==> config.mk <==
export PLATFORM = sky130hd
export DESIGN_NAME = wb3_burst_master
export DESIGN_NICKNAME = d
export VERILOG_FILES = /design/src/rtl/wb3_burst_master.sv
export SDC_FILE = /design/constraint.sdc
export NUM_CORES = 1
export LEC_CHECK = 0
export BUFFER_PORTS_ARGS = -buffer_cell sky130_fd_sc_hd__buf_4
export CAP_MARGIN = 5
export CORE_MARGIN = 2
export CORE_UTILIZATION = 50
export CTS_BUF_LIST = sky130_fd_sc_hd__clkbuf_4 sky130_fd_sc_hd__clkbuf_8
export DETAILED_ROUTE_END_ITERATION = 8
export PLACE_DENSITY = 0.77
export SETUP_SLACK_MARGIN = 0.05
export SLEW_MARGIN = 10
export SYNTH_ARGS = -nofsm -noshare
export SYNTH_HDL_FRONTEND = slang
export SYNTH_SLANG_ARGS = --single-unit
==> constraint.sdc <==
create_clock -name clk_i -period 4 [get_ports clk_i]
set_input_delay 0.4 -clock clk_i [delete_from_list [all_inputs] [get_ports clk_i]]
set_output_delay 0.4 -clock clk_i [all_outputs]
set_load 0.01 [all_outputs]
==> src/rtl/wb3_burst_master.sv <==
// wb3_burst_master: Wishbone B3 classic-cycle master engine.
// Converts a command/stream interface into single or incrementing-burst
// bus cycles. Also reports ack timeouts and latches slave interrupt edges.
//
// Ports:
//   clk_i, arst_ni                  clock, asynchronous active-low reset
//   cmd_valid_i/cmd_ready_o         command handshake
//   cmd_addr_i, cmd_we_i, cmd_len_i start address, direction, beats-1
//   wr_valid_i/wr_ready_o/wr_data_i write beat stream
//   rd_valid_o/rd_ready_i/rd_data_o/rd_last_o  read beat stream
//   done_o, err_o                   completion pulse, timeout flag
//   addr_o, dat_o, dat_i, we_o, stb_o, cyc_o, ack_i  Wishbone master port
//   inta_i, irq_clr_i, irq_pending_o  interrupt edge capture
module wb3_burst_master #(
    parameter int unsigned ADDR_WIDTH = 3,
    parameter int unsigned DATA_WIDTH = 8,
    parameter int unsigned LEN_WIDTH  = 3,
    parameter int unsigned ADDR_STEP  = 1,
    parameter int unsigned TIMEOUT    = 255
) (
    input  logic                  clk_i,
    input  logic                  arst_ni,
    input  logic                  cmd_valid_i,
    output logic                  cmd_ready_o,
    input  logic [ADDR_WIDTH-1:0] cmd_addr_i,
    input  logic                  cmd_we_i,
    input  logic [LEN_WIDTH-1:0]  cmd_len_i,
    input  logic                  wr_valid_i,
    output logic                  wr_ready_o,
    input  logic [DATA_WIDTH-1:0] wr_data_i,
    output logic                  rd_valid_o,
    input  logic                  rd_ready_i,
    output logic [DATA_WIDTH-1:0] rd_data_o,
    output logic                  rd_last_o,
    output logic                  done_o,
    output logic                  err_o,
    output logic [ADDR_WIDTH-1:0] addr_o,
    output logic [DATA_WIDTH-1:0] dat_o,
    input  logic [DATA_WIDTH-1:0] dat_i,
    output logic                  we_o,
    output logic                  stb_o,
    output logic                  cyc_o,
    input  logic                  ack_i,
    input  logic                  inta_i,
    input  logic                  irq_clr_i,
    output logic                  irq_pending_o
);

    localparam int unsigned TmoW = $clog2(TIMEOUT + 1);
    localparam logic [TmoW-1:0] TmoLast = TmoW'(TIMEOUT - 1);

    typedef enum logic [1:0] {StIdle, StWdata, StBus, StResp} state_e;

    state_e                state_q;
    logic [LEN_WIDTH-1:0]  cnt_q;
    logic [TmoW-1:0]       tmo_q;
    logic [ADDR_WIDTH-1:0] addr_q;
    logic [DATA_WIDTH-1:0] dat_q;
    logic [DATA_WIDTH-1:0] rd_data_q;
    logic we_q, stb_q, cyc_q, cmd_ready_q, wr_ready_q;
    logic rd_valid_q, rd_last_q, done_q, err_q;
    logic inta_q, irq_q, irq_d;

    always_ff @(posedge clk_i or negedge arst_ni) begin
        if (!arst_ni) begin
            state_q     <= StIdle;
            cnt_q       <= '0;
            tmo_q       <= '0;
            addr_q      <= '0;
            dat_q       <= '0;
            rd_data_q   <= '0;
            we_q        <= 1'b0;
            stb_q       <= 1'b0;
            cyc_q       <= 1'b0;
            cmd_ready_q <= 1'b0;
            wr_ready_q  <= 1'b0;
            rd_valid_q  <= 1'b0;
            rd_last_q   <= 1'b0;
            done_q      <= 1'b0;
            err_q       <= 1'b0;
        end else begin
            done_q <= 1'b0;
            err_q  <= 1'b0;
            unique case (state_q)
                StIdle: begin
                    // Ready rises one clock after reset release.
                    cmd_ready_q <= 1'b1;
                    if (cmd_valid_i && cmd_ready_q) begin
                        cmd_ready_q <= 1'b0;
                        addr_q      <= cmd_addr_i;
                        we_q        <= cmd_we_i;
                        cnt_q       <= cmd_len_i;
                        tmo_q       <= '0;
                        cyc_q       <= 1'b1;
                        if (cmd_we_i) begin
                            wr_ready_q <= 1'b1;
                            state_q    <= StWdata;
                        end else begin
                            stb_q   <= 1'b1;
                            state_q <= StBus;
                        end
                    end
                end
                StWdata: begin
                    if (wr_valid_i) begin
                        dat_q      <= wr_data_i;
                        wr_ready_q <= 1'b0;
                        stb_q      <= 1'b1;
                        tmo_q      <= '0;
                        state_q    <= StBus;
                    end
                end
                StBus: begin
                    // ack is checked first so it wins over a same-cycle timeout.
                    if (ack_i) begin
                        stb_q <= 1'b0;
                        tmo_q <= '0;
                        if (!we_q) begin
                            rd_data_q  <= dat_i;
                            rd_valid_q <= 1'b1;
                            rd_last_q  <= (cnt_q == '0);
                            state_q    <= StResp;
                        end else if (cnt_q == '0) begin
                            cyc_q       <= 1'b0;
                            done_q      <= 1'b1;
                            cmd_ready_q <= 1'b1;
                            state_q     <= StIdle;
                        end else begin
                            addr_q     <= addr_q + ADDR_WIDTH'(ADDR_STEP);
                            cnt_q      <= cnt_q - LEN_WIDTH'(1);
                            wr_ready_q <= 1'b1;
                            state_q    <= StWdata;
                        end
                    end else if (tmo_q == TmoLast) begin
                        stb_q       <= 1'b0;
                        cyc_q       <= 1'b0;
                        tmo_q       <= '0;
                        done_q      <= 1'b1;
                        err_q       <= 1'b1;
                        cmd_ready_q <= 1'b1;
                        state_q     <= StIdle;
                    end else begin
                        tmo_q <= tmo_q + TmoW'(1);
                    end
                end
                StResp: begin
                    if (rd_ready_i) begin
                        rd_valid_q <= 1'b0;
                        rd_last_q  <= 1'b0;
                        if (cnt_q == '0) begin
                            cyc_q       <= 1'b0;
                            done_q      <= 1'b1;
                            cmd_ready_q <= 1'b1;
                            state_q     <= StIdle;
                        end else begin
                            addr_q  <= addr_q + ADDR_WIDTH'(ADDR_STEP);
                            cnt_q   <= cnt_q - LEN_WIDTH'(1);
                            stb_q   <= 1'b1;
                            tmo_q   <= '0;
                            state_q <= StBus;
                        end
                    end
                end
                default: state_q <= StIdle;
            endcase
        end
    end

    // Rising edge of inta sets pending; a same-cycle clear loses.
    always_comb begin
        irq_d = irq_q;
        if (inta_i && !inta_q) begin
            irq_d = 1'b1;
        end else if (irq_clr_i) begin
            irq_d = 1'b0;
        end
    end

    always_ff @(posedge clk_i or negedge arst_ni) begin
        if (!arst_ni) begin
            inta_q <= 1'b0;
            irq_q  <= 1'b0;
        end else begin
            inta_q <= inta_i;
            irq_q  <= irq_d;
        end
    end

    assign cmd_ready_o   = cmd_ready_q;
    assign wr_ready_o    = wr_ready_q;
    assign rd_valid_o    = rd_valid_q;
    assign rd_data_o     = rd_data_q;
    assign rd_last_o     = rd_last_q;
    assign done_o        = done_q;
    assign err_o         = err_q;
    assign addr_o        = addr_q;
    assign dat_o         = dat_q;
    assign we_o          = we_q;
    assign stb_o         = stb_q;
    assign cyc_o         = cyc_q;
    assign irq_pending_o = irq_q;

endmodule

---- Word-level counts from Yosys, hierarchy flattened ----
Cells that the tools add are included.
W data, S select, Z words.
storage, ports and cells
  register bits ........................... 43
  memory bits (writable) .................. 0
  input bits .............................. 31
  memories kept ........................... 0
  ROM bits ................................ 0
  latch bits .............................. 0
  output and inout bits ................... 29
cells by class
  bitwise operators ....................... 1
  $lt $le $gt $ge ......................... 0
  multiplexer cells ....................... 73
  reductions and logical operators ........ 20
  equality and inequality tests ........... 16
  shift operators ......................... 0
  add/subtract/negate cells ............... 3
  div/mod/pow operators ................... 0
  multiply operators ...................... 0
operators with widths
  kind                   number
  $mux W8                6
  $mux W1                38
  $pmux W8 S4            1
  $mux W3                10
  $ne A2 B2 Y1 const B   10
  $pmux W3 S3            2
  $mux W2                8
  $reduce_and A4 Y1      4
  $reduce_and A5 Y1      2
  $pmux W1 S3            3
  $add A8 B1 Y8 const B  1
  $eq A8 B8 Y1 const B   1
  $pmux W2 S4            1
  $reduce_and A7 Y1      1
  $ne A3 B3 Y1 const B   2
  $pmux W1 S2            3
  $reduce_and A6 Y1      1
  $reduce_bool A3 Y1     2
  $eq A2 B2 Y1 const B   2
  $pmux W1 S4            1
  $reduce_and A2 Y1      2
  $reduce_bool A2 Y1     2
  $add A3 B1 Y3 const B  1
  $logic_not A3 Y1       1
  7 further kinds        8

---- Logic depth before layout (Yosys ltp) ----
Gate-level depths: netlist (run 1).
  depth in word-level cells ............... 5
  gate-level depth with buffers ........... 7
  gate-level depth less buffers ........... 6

---- Least setup slack after synthesis (run 1) ----
No wires, ideal clock.
  kind .................................... register to register
  start ................................... reg tmo_q[0]
  end ..................................... reg tmo_q[5]
  setup slack ............................. 2.485 ns
  required time ........................... 3.920 ns
  period minus slack after synthesis ...... 1.515 ns
  path buffers ............................ 0
  arrival ................................. 1.434 ns
  stages on the path, launching flop included .. 7
  path through ............................ dfrtp_1 inv_1 ha_1 and3_1 a21bo_4 or3_1 o211ai_2
on the way
  longest elaborated chain between the ends .. 4
ends and longest elaborated chain
  what                                                  RTL line  source
  start, declared                                       56        logic [TmoW-1:0] tmo_q;
  start signal, assigned                                143       tmo_q <= tmo_q + TmoW'(1);
  $add A8 B1 Y8 / $eq A8 B8 Y1 (equally long branches)  143, 134
  $mux W8 (*)                                           134       end else if (tmo_q == TmoLast) begin
  $mux W8 (*)                                           115       if (ack_i) begin
  $pmux W8 S4 (*)                                       84        unique case (state_q)
Mark *: on every way between the ends. The rest lies on a longest branch, timed or not.
A chain may end at the register's enable or synchronous reset.

---- Worst setup path in the final report (run 1) ----
  start ................................... reg state_q[1]
  end ..................................... reg tmo_q[6]
on the way
  longest elaborated chain between the ends .. 3
ends and longest elaborated chain
  what                                        RTL line  source
  start, declared                             54        state_e state_q;
  start signal, assigned                      66        state_q <= StIdle;
  start signal, assigned                      97        state_q <= StWdata;
  start signal, assigned                      100       state_q <= StBus;
  $eq A2 B2 Y1, or another cell as far along  84
  $ne A2 B2 Y1 (no line)                      n/a
  $reduce_and A4 Y1 (no line)                 n/a
Parallel ways exist; a longest one is shown, timed or not.

==> impl_metrics.ini, run 1 <==
[outcome]
status = finished, final reports clean

[drt]
detail_route.wl_per_cell_um = 14.8
via_per_inst = 5.45
drt-pass1-iter-count = 4
routed_wl_mm = 4.26
num_vias = 1571
ant_nets = 0
drc = 0
first_iter_violations = 96

[synth]
synth-main-ff-cell = dfrtp_1
ys_ff_latch = 43
synth_area_leader_cell = dfrtp_1
ys_top_cells_by_count = 43 x dfrtp_1, 19 x mux2_2, 12 x a21oi_1
synth.area.top_cells = dfrtp_1 52%, mux2_2 10%, ha_1 3.0%
synth_top_area_share_pct = 51.9
syn-instance-count = 176
synth_enable_flop_cells = 0
syn_area_per_cell_um2 = 11.8
synth_fp_nets = 212
ys_seq_area_share_pct = 51.9
post-synth-top-count-cell = dfrtp_1
ys_async_sr_fraction_pct = 100
synth_area_um2 = 2070
ys_warn_count = 0
synth_cell_types = 44

[clock_tree]
cts_max_level = 2
clk_path_buf_depth = 2
clk_pin_slew_ns = 0.08
cts.sinks = 43
insertion_delay_ns = 0.29
post_cts_buffers = 0
cts_hold_buf = 0
cts-root-buf = clkbuf_8
numCtsBuffers = 5
cts.repair.resized = 0
cts_tree = built

[sta]
setup_violations = 0
tightest_slew_ns = 0.551
fin_crit_ns = 1.87
rsz0062_at_grt = false
setup-tns-final_ns = 0
period_share_pct = 46.9
max_slew_margin_pct = 63.3
fin_skew_ns = 0.00616
hold_viol_final = 0
fmax_ghz = 0.533
report.final.slew_viol_count = 0

[worst_setup_path]
timing_worst_setup_path_type = reg2reg
cp-start-kind = register
cp.depth = 4
cp_slowest_cell = dfrtp_1
path_cells = nor3b_4, a21boi_2, o21ai_0, a31oi_1
crit_buf_inv = 0
arrival_ns = 2.09
critPathCaptureType = register
required_ns = 4.22
max_stage_delay_ns = 0.66
critical_path.top_delay_family = compound AO/OA/AOI/OAI gates
rr_worst_depth = 4
worst-path-max-fanout = 17

[die]
ios = 60
initial_core_util_pct = 51.9
num_rows = 23
die_h_um = 68.4
dieArea_um2 = 4680
die_w_um = 68.4
placeableCoreArea_um2 = 4000

[placement]
hpwl_mm = 3.03
port_buffers = 59
gp_congestion = 0.876

[grt]
grt_use_total_pct = 20.4
grt_pass1_wl_mm = 7.00
antenna_found_initial = 0
grt_pass1_vias = 1536
grt_max_degree = 44
gr-total-overflow = 0

[pwr]
leakage_uw = 0.00127
power.density_nw_per_um2 = 730
vdd_drop_max_mv = 0.381
finalPower_uw = 1930

[finish]
drive_above_1_share_pct = 40.3
fin_util_pct = 66.0
diodes = 0
layout.nets = 273
syn_to_final_growth_pct = 27.3

[worst_hold_path]
hold_path_class = in2async

[job]
max_cap_violations = 0
[power by group]
group	internal (uW)	switching [uW]	leakage, uW
registers	609	150	0.000529
clock network	164	145	0.0000549
logic	466	392	0.000686
total	1240	688	0.00127
[registers in the layout, indices dropped and copies added (netlist names)]
name / count
dat_o: 8
rd_data_o: 8
tmo_q: 8
addr_o: 3
cnt_q: 3
state_q: 2
cmd_ready_o: 1
cyc_o: 1
done_o: 1
err_o: 1
inta_q: 1
irq_pending_o: 1
rd_last_o: 1
rd_valid_o: 1
stb_o: 1
we_o: 1
wr_ready_o: 1
[stage by stage]
step	cells	setup slack (ns)	cell area (um^2)	hold WS, ns
floorplan	176	2.49	2070	0.104
global placement	280	2.24	2540	0.412
detailed placement	280	2.16	2540	0.423
CTS	288	2.13	2640	0.105
global route	288	2.00	2640	0.127
finish	288	2.13	2640	0.0825
[cell type report]
cell class	instances	area (um^2)
fill	331	1360
multi-input combinational	116	911
inverter	12	45.0
clock buffer	8	104
timing repair buffer	59	443
tap	50	62.6
sequential	43	1080
[worst register-to-register path, delay by kind of cell, from the launching register on]
kind            cells  cell delay (ns)
compound gates      3             0.83
simple gates        1             0.30
flops               1             0.66
[logic make-up (layout without fill, tap and decap cells)]
kind of cell	Yosys count	in the layout	synth area share, %
fa+ha+maj	5	5	3.02
flops	43	43	51.9
compound gates	45	45	15.8
simple gates	40	40	11.5
buf+inv	17	79	4.22
xor+xnor	1	1	0.422
mux	25	25	13.2
[final timing paths]
check | from | to | slack (ns)
hold reg to reg | inta_q$_DFF_PN0_ | irq_pending_o$_DFFE_PN0P_ | 0.44
max in group asynchronous | arst_ni | dat_o[1]$_DFFE_PN0P_ | 3.53
setup / recovery | state_q[1]$_DFFE_PN0P_ | tmo_q[6]$_DFFE_PN0P_ | 2.13
hold / removal | arst_ni | rd_data_o[6]$_DFFE_PN0P_ | 0.08
min in group clk_i | inta_i | inta_q$_DFF_PN0_ | 0.22
setup reg to reg | state_q[1]$_DFFE_PN0P_ | tmo_q[6]$_DFFE_PN0P_ | 2.13
[routing by layer]
layer | global-route usage, % | share of wire (%) | up-vias
li1 | - | - | 764
met1 | 26.6 | 46 | 762
met2 | 31.9 | 48 | 39
met3 | 5.92 | 4.2 | 6
met4 | 8.25 | 1.4 | 0
met5 | 0 | 0 | -
[layout by cell type, fill, tap and decap left out, types with 2 or more instances in the layout]
master,instances
o22ai_1,3
o32a_1,2
nor2b_1,2
mux2i_1,6
o211a_1,2
a21o_1,2
inv_1,11
clkbuf_8,7
nand3_1,7
o211ai_2,2
nand4_1,2
nand2b_1,5
and2_1,2
a21oi_1,12
dfrtp_1,43
nor2_1,4
buf_4,59
a31oi_1,5
nand2_1,7
mux2_2,19
a2bb2oi_1,2
o21ai_0,6
ha_1,5
and3_1,3
Note: power is estimated with default switching activity, not from simulation.
==> run 2, diff against run 1 <==
ABC_AREA = 1   (was default)
clock period = 1.9 ns   (was 4 ns; I/O delays follow)
==> run 2 against run 1 <==
Against the previous run:
- synthesized area rose by 5.2%
- core utilization is 1.2 points lower
- combinational power up 130%
- largest power group unchanged
- highest routed layer unchanged
==> impl_metrics.ini, run 2 <==
[placement]
hpwl_mm = 3.54
port_buffers = 59
placed_area_um2 = 2690
gp_congestion = 0.921

[die]
ios = 60
die_w_um = 70.1
placeableCoreArea_um2 = 4290
dieArea_um2 = 4910
initial_core_util_pct = 50.8
num_rows = 24
die_h_um = 70.1

[finish]
final_common_cell = nand2_1
finalInstanceArea_um2 = 2790
drive_above_1_share_pct = 26.1
regArea_um2 = 1080
fillers = 385
multiInputGateArea_um2 = 971
final_cell_mix = 123 x nand2_1, 63 x buf_4, 43 x dfrtp_1, 21 x inv_1, 16 x nand3_1
layout.nets = 383
diodes = 0
syn_to_final_growth_pct = 27.6

[grt]
grt_use_total_pct = 20.7
antenna_found_initial = 0
grt_pass1_wl_mm = 8.09
gr-total-overflow = 0
grt_max_degree = 44
grt_pass1_vias = 1805

[sta]
hold_viol_final = 0
tightest_slew_ns = 0.524
rsz0062_at_grt = false
period_share_pct = 86.0
report.final.slew_viol_count = 0
max_slew_margin_pct = 65.1
fin_skew_ns = 0.00234
fmax_ghz = 0.612
setup-tns-final_ns = 0
fin_crit_ns = 1.63
setup_violations = 0

[clock_tree]
insertion_delay_ns = 0.29
post_cts_buffers = 0
clk_pin_slew_ns = 0.08
cts_tree = built
cts_max_level = 2
cts.sinks = 43
clk_path_buf_depth = 2
numCtsBuffers = 5
cts.repair.resized = 0
cts-root-buf = clkbuf_8

[drt]
first_iter_violations = 126
routed_wl_mm = 4.71
via_per_inst = 4.95
detail_route.wl_per_cell_um = 11.8
drt-pass1-iter-count = 4
ant_nets = 0
num_vias = 1978
drc = 0

[synth]
ys_async_sr_fraction_pct = 100
synth_cell_types = 29
syn_area_per_cell_um2 = 7.80
synth_area_leader_cell = dfrtp_1
ys_seq_area_share_pct = 49.3
post-synth-top-count-cell = nand2_1
ys_top_cells_by_count = 123 x nand2_1, 43 x dfrtp_1, 21 x inv_1
synth_enable_flop_cells = 0
synth.area.top_cells = dfrtp_1 49%, nand2_1 21%, nand3_1 3.7%
syn-instance-count = 280
synth_top_area_share_pct = 49.3
ys_warn_count = 0
synth-main-ff-cell = dfrtp_1
synth_fp_nets = 316
ys_ff_latch = 43
synth_area_um2 = 2180

[pwr]
finalPower_uw = 4020
leakage_uw = 0.00154
power.density_nw_per_um2 = 1440
vdd_drop_max_mv = 0.719

[worst_setup_path]
arrival_ns = 1.82
worst-path-max-fanout = 10
rr_worst_depth = 7
critPathCaptureType = register
endpoint = addr_o[1]$_DFFE_PN0P_
cp-start-kind = register
r2r_end = addr_o[1]$_DFFE_PN0P_
rr_startpoint = state_q[0]$_DFFE_PN0P_
timing_worst_setup_path_type = reg2reg
startpoint = state_q[0]$_DFFE_PN0P_
r2r_slack_ns = 0.27
required_ns = 2.09

[outcome]
status = finished, final reports clean

[worst_hold_path]
hold_path_class = in2reg

[job]
max_cap_violations = 0
## run 2: cell count changes after synthesis, moves of 4 or more
| cell | previous run | this run |
|---|---|---|
| mux2i_1 | 6 | 0 |
| nor2_1 | 4 | 15 |
| nand2b_1 | 5 | 0 |
| mux2_2 | 19 | 0 |
| o21ai_1 | 0 | 4 |
| a21oi_1 | 12 | 5 |
| nand2_2 | 1 | 6 |
| inv_1 | 11 | 21 |
| nand2_1 | 7 | 123 |
| a31oi_1 | 5 | 1 |
| nand3_1 | 7 | 16 |
| inv_2 | 1 | 5 |
## run 2: cell families after synthesis
group | synth area share (%)
compound gates | 6.13
fa+ha+maj | 2.87
xor+xnor | 1.20
flops | 49.3
buf+inv | 6.25
simple gates | 34.3
## run 2: critical path, stage by stage, from the launching register on
cell and delay (ns):
dfrtp_1 0.60, nor2_4 0.15, nand2_2 0.14, nand2_1 0.12, nor3_4 0.31, inv_2 0.10, nand2_1 0.07, nand2_1 0.05
## run 2: how the worst min path moves through the flow
stage	start	endpoint	slack (ns)	cells past startpoint
2_1_floorplan	arst_ni	addr_o[0]$_DFFE_PN0P_	-0.11	0
3_3_place_gp	arst_ni	addr_o[0]$_DFFE_PN0P_	0.20	1
3_5_place_dp	arst_ni	addr_o[0]$_DFFE_PN0P_	0.21	1
4_1_cts	inta_i	inta_q$_DFF_PN0_	0.004	1
5_1_grt	inta_i	inta_q$_DFF_PN0_	0.001	1
6_report	inta_i	inta_q$_DFF_PN0_	0.01	1
## run 2: through the flow
| stage | hold WS (ns) | setup WS [ns] | util (%) | instances |
|---|---|---|---|---|
| 2_1_floorplan | -0.106 | 0.553 | - | 280 |
| 3_3_place_gp | 0.205 | 0.307 | 62.6 | 391 |
| 3_5_place_dp | 0.208 | 0.294 | 62.6 | 391 |
| 4_1_cts | 0.00393 | 0.255 | 64.9 | 400 |
| 5_1_grt | 0.00129 | 0.0635 | 64.9 | 400 |
| 6_report | 0.0123 | 0.266 | 64.9 | 400 |
## run 2: cell type report
| cell class | count | share of cell area (%) |
|---|---|---|
| Timing Repair Buffer | 64 | 17.3 |
| Clock buffer | 6 | 2.74 |
| Clock inverter | 2 | 0.449 |
| Sequential cell | 43 | 38.6 |
| Multi-Input combinational cell | 206 | 34.9 |
| Tap cell | 52 | 2.34 |
| Inverter | 27 | 3.64 |
## run 2: routing by layer
layer	vias to the layer above	wire length [um]	global-route usage (%)
li1	1013	-	-
met1	898	2120	28.2
met2	59	2220	32.4
met3	8	294	5.48
met4	0	76	6.41
met5	-	0	0
## run 2: repair_timing
action / in CTS / in global routing
hold buffers: 1 / 0
hold endpoints to repair: 43 / 0
endpoints found under the setup margin: 0 / 0
## run 2: report_power, final
group          switching [uW]  internal (uW)
Clock                     304            271
Sequential                249           1260
Combinational            1120            821
Total                    1670           2350
==> run 3, diff against run 2 <==
ABC_AREA = default   (was 1)
CTS_BUF_LIST = sky130_fd_sc_hd__clkbuf_2   (was sky130_fd_sc_hd__clkbuf_4 sky130_fd_sc_hd__clkbuf_8)
==> run 3 against run 2 <==
Against the previous run:
- clock power is 14% higher
- maximum frequency decreased by 2.6%
- critical path type unchanged
- sequential cell count stayed put
- clock skew is 0.0018 ns higher
- total power rose by 2.5%
- largest power group unchanged
- sequential share of layout area fell by 1.0 points
- via count shrank 15%
- clock-buffer cell count stayed put
==> impl_metrics.ini, run 3 (synthesis results as in run 1) <==
[clock_tree]
cts-root-buf = clkbuf_2
cts.sinks = 43
cts_tree = built
numCtsBuffers = 5
cts_max_level = 2
clk_path_buf_depth = 2
clk_pin_slew_ns = 0.21
insertion_delay_ns = 0.41
post_cts_buffers = 0

[pwr]
vdd_drop_max_mv = 0.923
leakage_uw = 0.00137
power.density_nw_per_um2 = 1440
intPower_uw = 2680
switching_share_pct = 34.9
seq_power_share_pct = 37.8
p_switching_uw = 1440
clockPowerShare_pct = 15.9
power_frac_comb_pct = 46.3

[worst_setup_path]
critPathCaptureType = register
arrival_ns = 2.03
required_ns = 2.25
max_stage_delay_ns = 0.46
worst-path-max-fanout = 5
cp-start-kind = register
cp_slowest_cell = dfrtp_1
timing_worst_setup_path_type = reg2reg
critical_path.top_delay_family = simple AND/OR/NAND/NOR gates
r2r_slack_ns = 0.22
crit_buf_inv = 1
path_cells = inv_1, ha_1, and3_1, a21bo_4, or3_1, o211ai_2

[grt]
grt_pass1_vias = 1674
antenna_found_initial = 0
gr-total-overflow = 0
grt_pass1_wl_mm = 7.21
grt_max_degree = 44
grt_use_total_pct = 20.8

[sta]
max_slew_margin_pct = 64.9
report.final.slew_viol_count = 0
whs_ns = 0.0513
setup-tns-final_ns = 0
setup_violations = 0
rsz0062_at_grt = true
tightest_slew_ns = 0.527
fmax_ghz = 0.596
fin_skew_ns = 0.00409
fin_crit_ns = 1.68
period_share_pct = 88.2
hold_viol_final = 0

[worst_hold_path]
hold_path_class = in2reg

[finish]
layout.nets = 296
final_cell_mix = 62 x buf_4, 43 x dfrtp_1, 20 x dlygate4sd3_1, 19 x mux2_2, 12 x a21oi_1
layout.cells.non_filler = 311
final_common_cell = buf_4
syn_to_final_growth_pct = 37.8
drive_above_1_share_pct = 38.3
diodes = 0

[drt]
num_vias = 1683
via_per_inst = 5.41
drt-pass1-iter-count = 6
ant_nets = 0
first_iter_violations = 78
drc = 0
detail_route.wl_per_cell_um = 13.9
routed_wl_mm = 4.33

[die]
placeableCoreArea_um2 = 4000
die_h_um = 68.4
num_rows = 23
initial_core_util_pct = 51.9
die_w_um = 68.4
dieArea_um2 = 4680
ios = 60

[outcome]
status = finished, final reports clean

[job]
max_cap_violations = 0

[placement]
gp_congestion = 0.839
hpwl_mm = 3.09
dp_cells = 283
port_buffers = 59
-- run 3: worst min-delay path: cells and delay by family --
family	cells	cell delay (ns)
buffers and inverters	1	0.13
AND/OR/NAND/NOR	1	0.05
AO/OA/AOI/OAI	1	0.06
-- run 3: what timing repair did --
item	CTS	global route
setup endpoints to repair	0	12
hold buffers	19	1
hold endpoints to repair	61	1
gates resized for setup	0	2
-- run 3: worst paths after layout --
kind / startpoint / cells past startpoint / to
worst max-delay path: tmo_q[0]$_DFFE_PN0P_ / 6 / tmo_q[5]$_DFFE_PN0P_
worst min-delay path: cmd_valid_i / 3 / state_q[0]$_DFFE_PN0P_
worst max register to register: tmo_q[0]$_DFFE_PN0P_ / 6 / tmo_q[5]$_DFFE_PN0P_
worst min register to register: inta_q$_DFF_PN0_ / 1 / irq_pending_o$_DFFE_PN0P_
max in group asynchronous: arst_ni / 2 / tmo_q[7]$_DFFE_PN0P_
min in group asynchronous: arst_ni / 2 / rd_data_o[3]$_DFFE_PN0P_
-- run 3: per-layer routing --
layer	GRT usage (%)	share of wire (%)	vias up	wire (um)
li1	-	-	811	-
met1	24.0	42	822	1810
met2	36.7	51	42	2210
met3	5.59	5.1	8	219
met4	7.50	2.1	0	91
met5	0	0	-	0
-- run 3: cell type report --
cell class	count	area (um^2)
Clock buffer	6	30.0
Clock inverter	2	60.1
Fill cell	308	1140
Inverter	12	45.0
Multi-Input combinational cell	116	920
Sequential cell	43	1080
Tap cell	50	62.6
Timing Repair Buffer	82	666
-- run 3: stage by stage --
stage | worst slack, ns | util (%) | power (uW) | cell area, um^2
after floorplan | 0.385 | - | 2740 | 2070
after global placement | 0.170 | 64.0 | 3410 | 2560
after detailed placement | 0.132 | 64.0 | 3470 | 2560
after CTS | 0.125 | 71.0 | 4150 | 2840
after global routing | 0.0466 | 71.5 | 4430 | 2860
final | 0.223 | 71.5 | 4120 | 2860
-- run 3: power groups by stage --
stage	Sequential, uW	Combinational (uW)	Clock (uW)
after global routing	1620	2100	710
after floorplan	1650	1100	0
final	1560	1910	654
after global placement	1570	1840	0
after detailed placement	1580	1890	0
after CTS	1560	1920	667
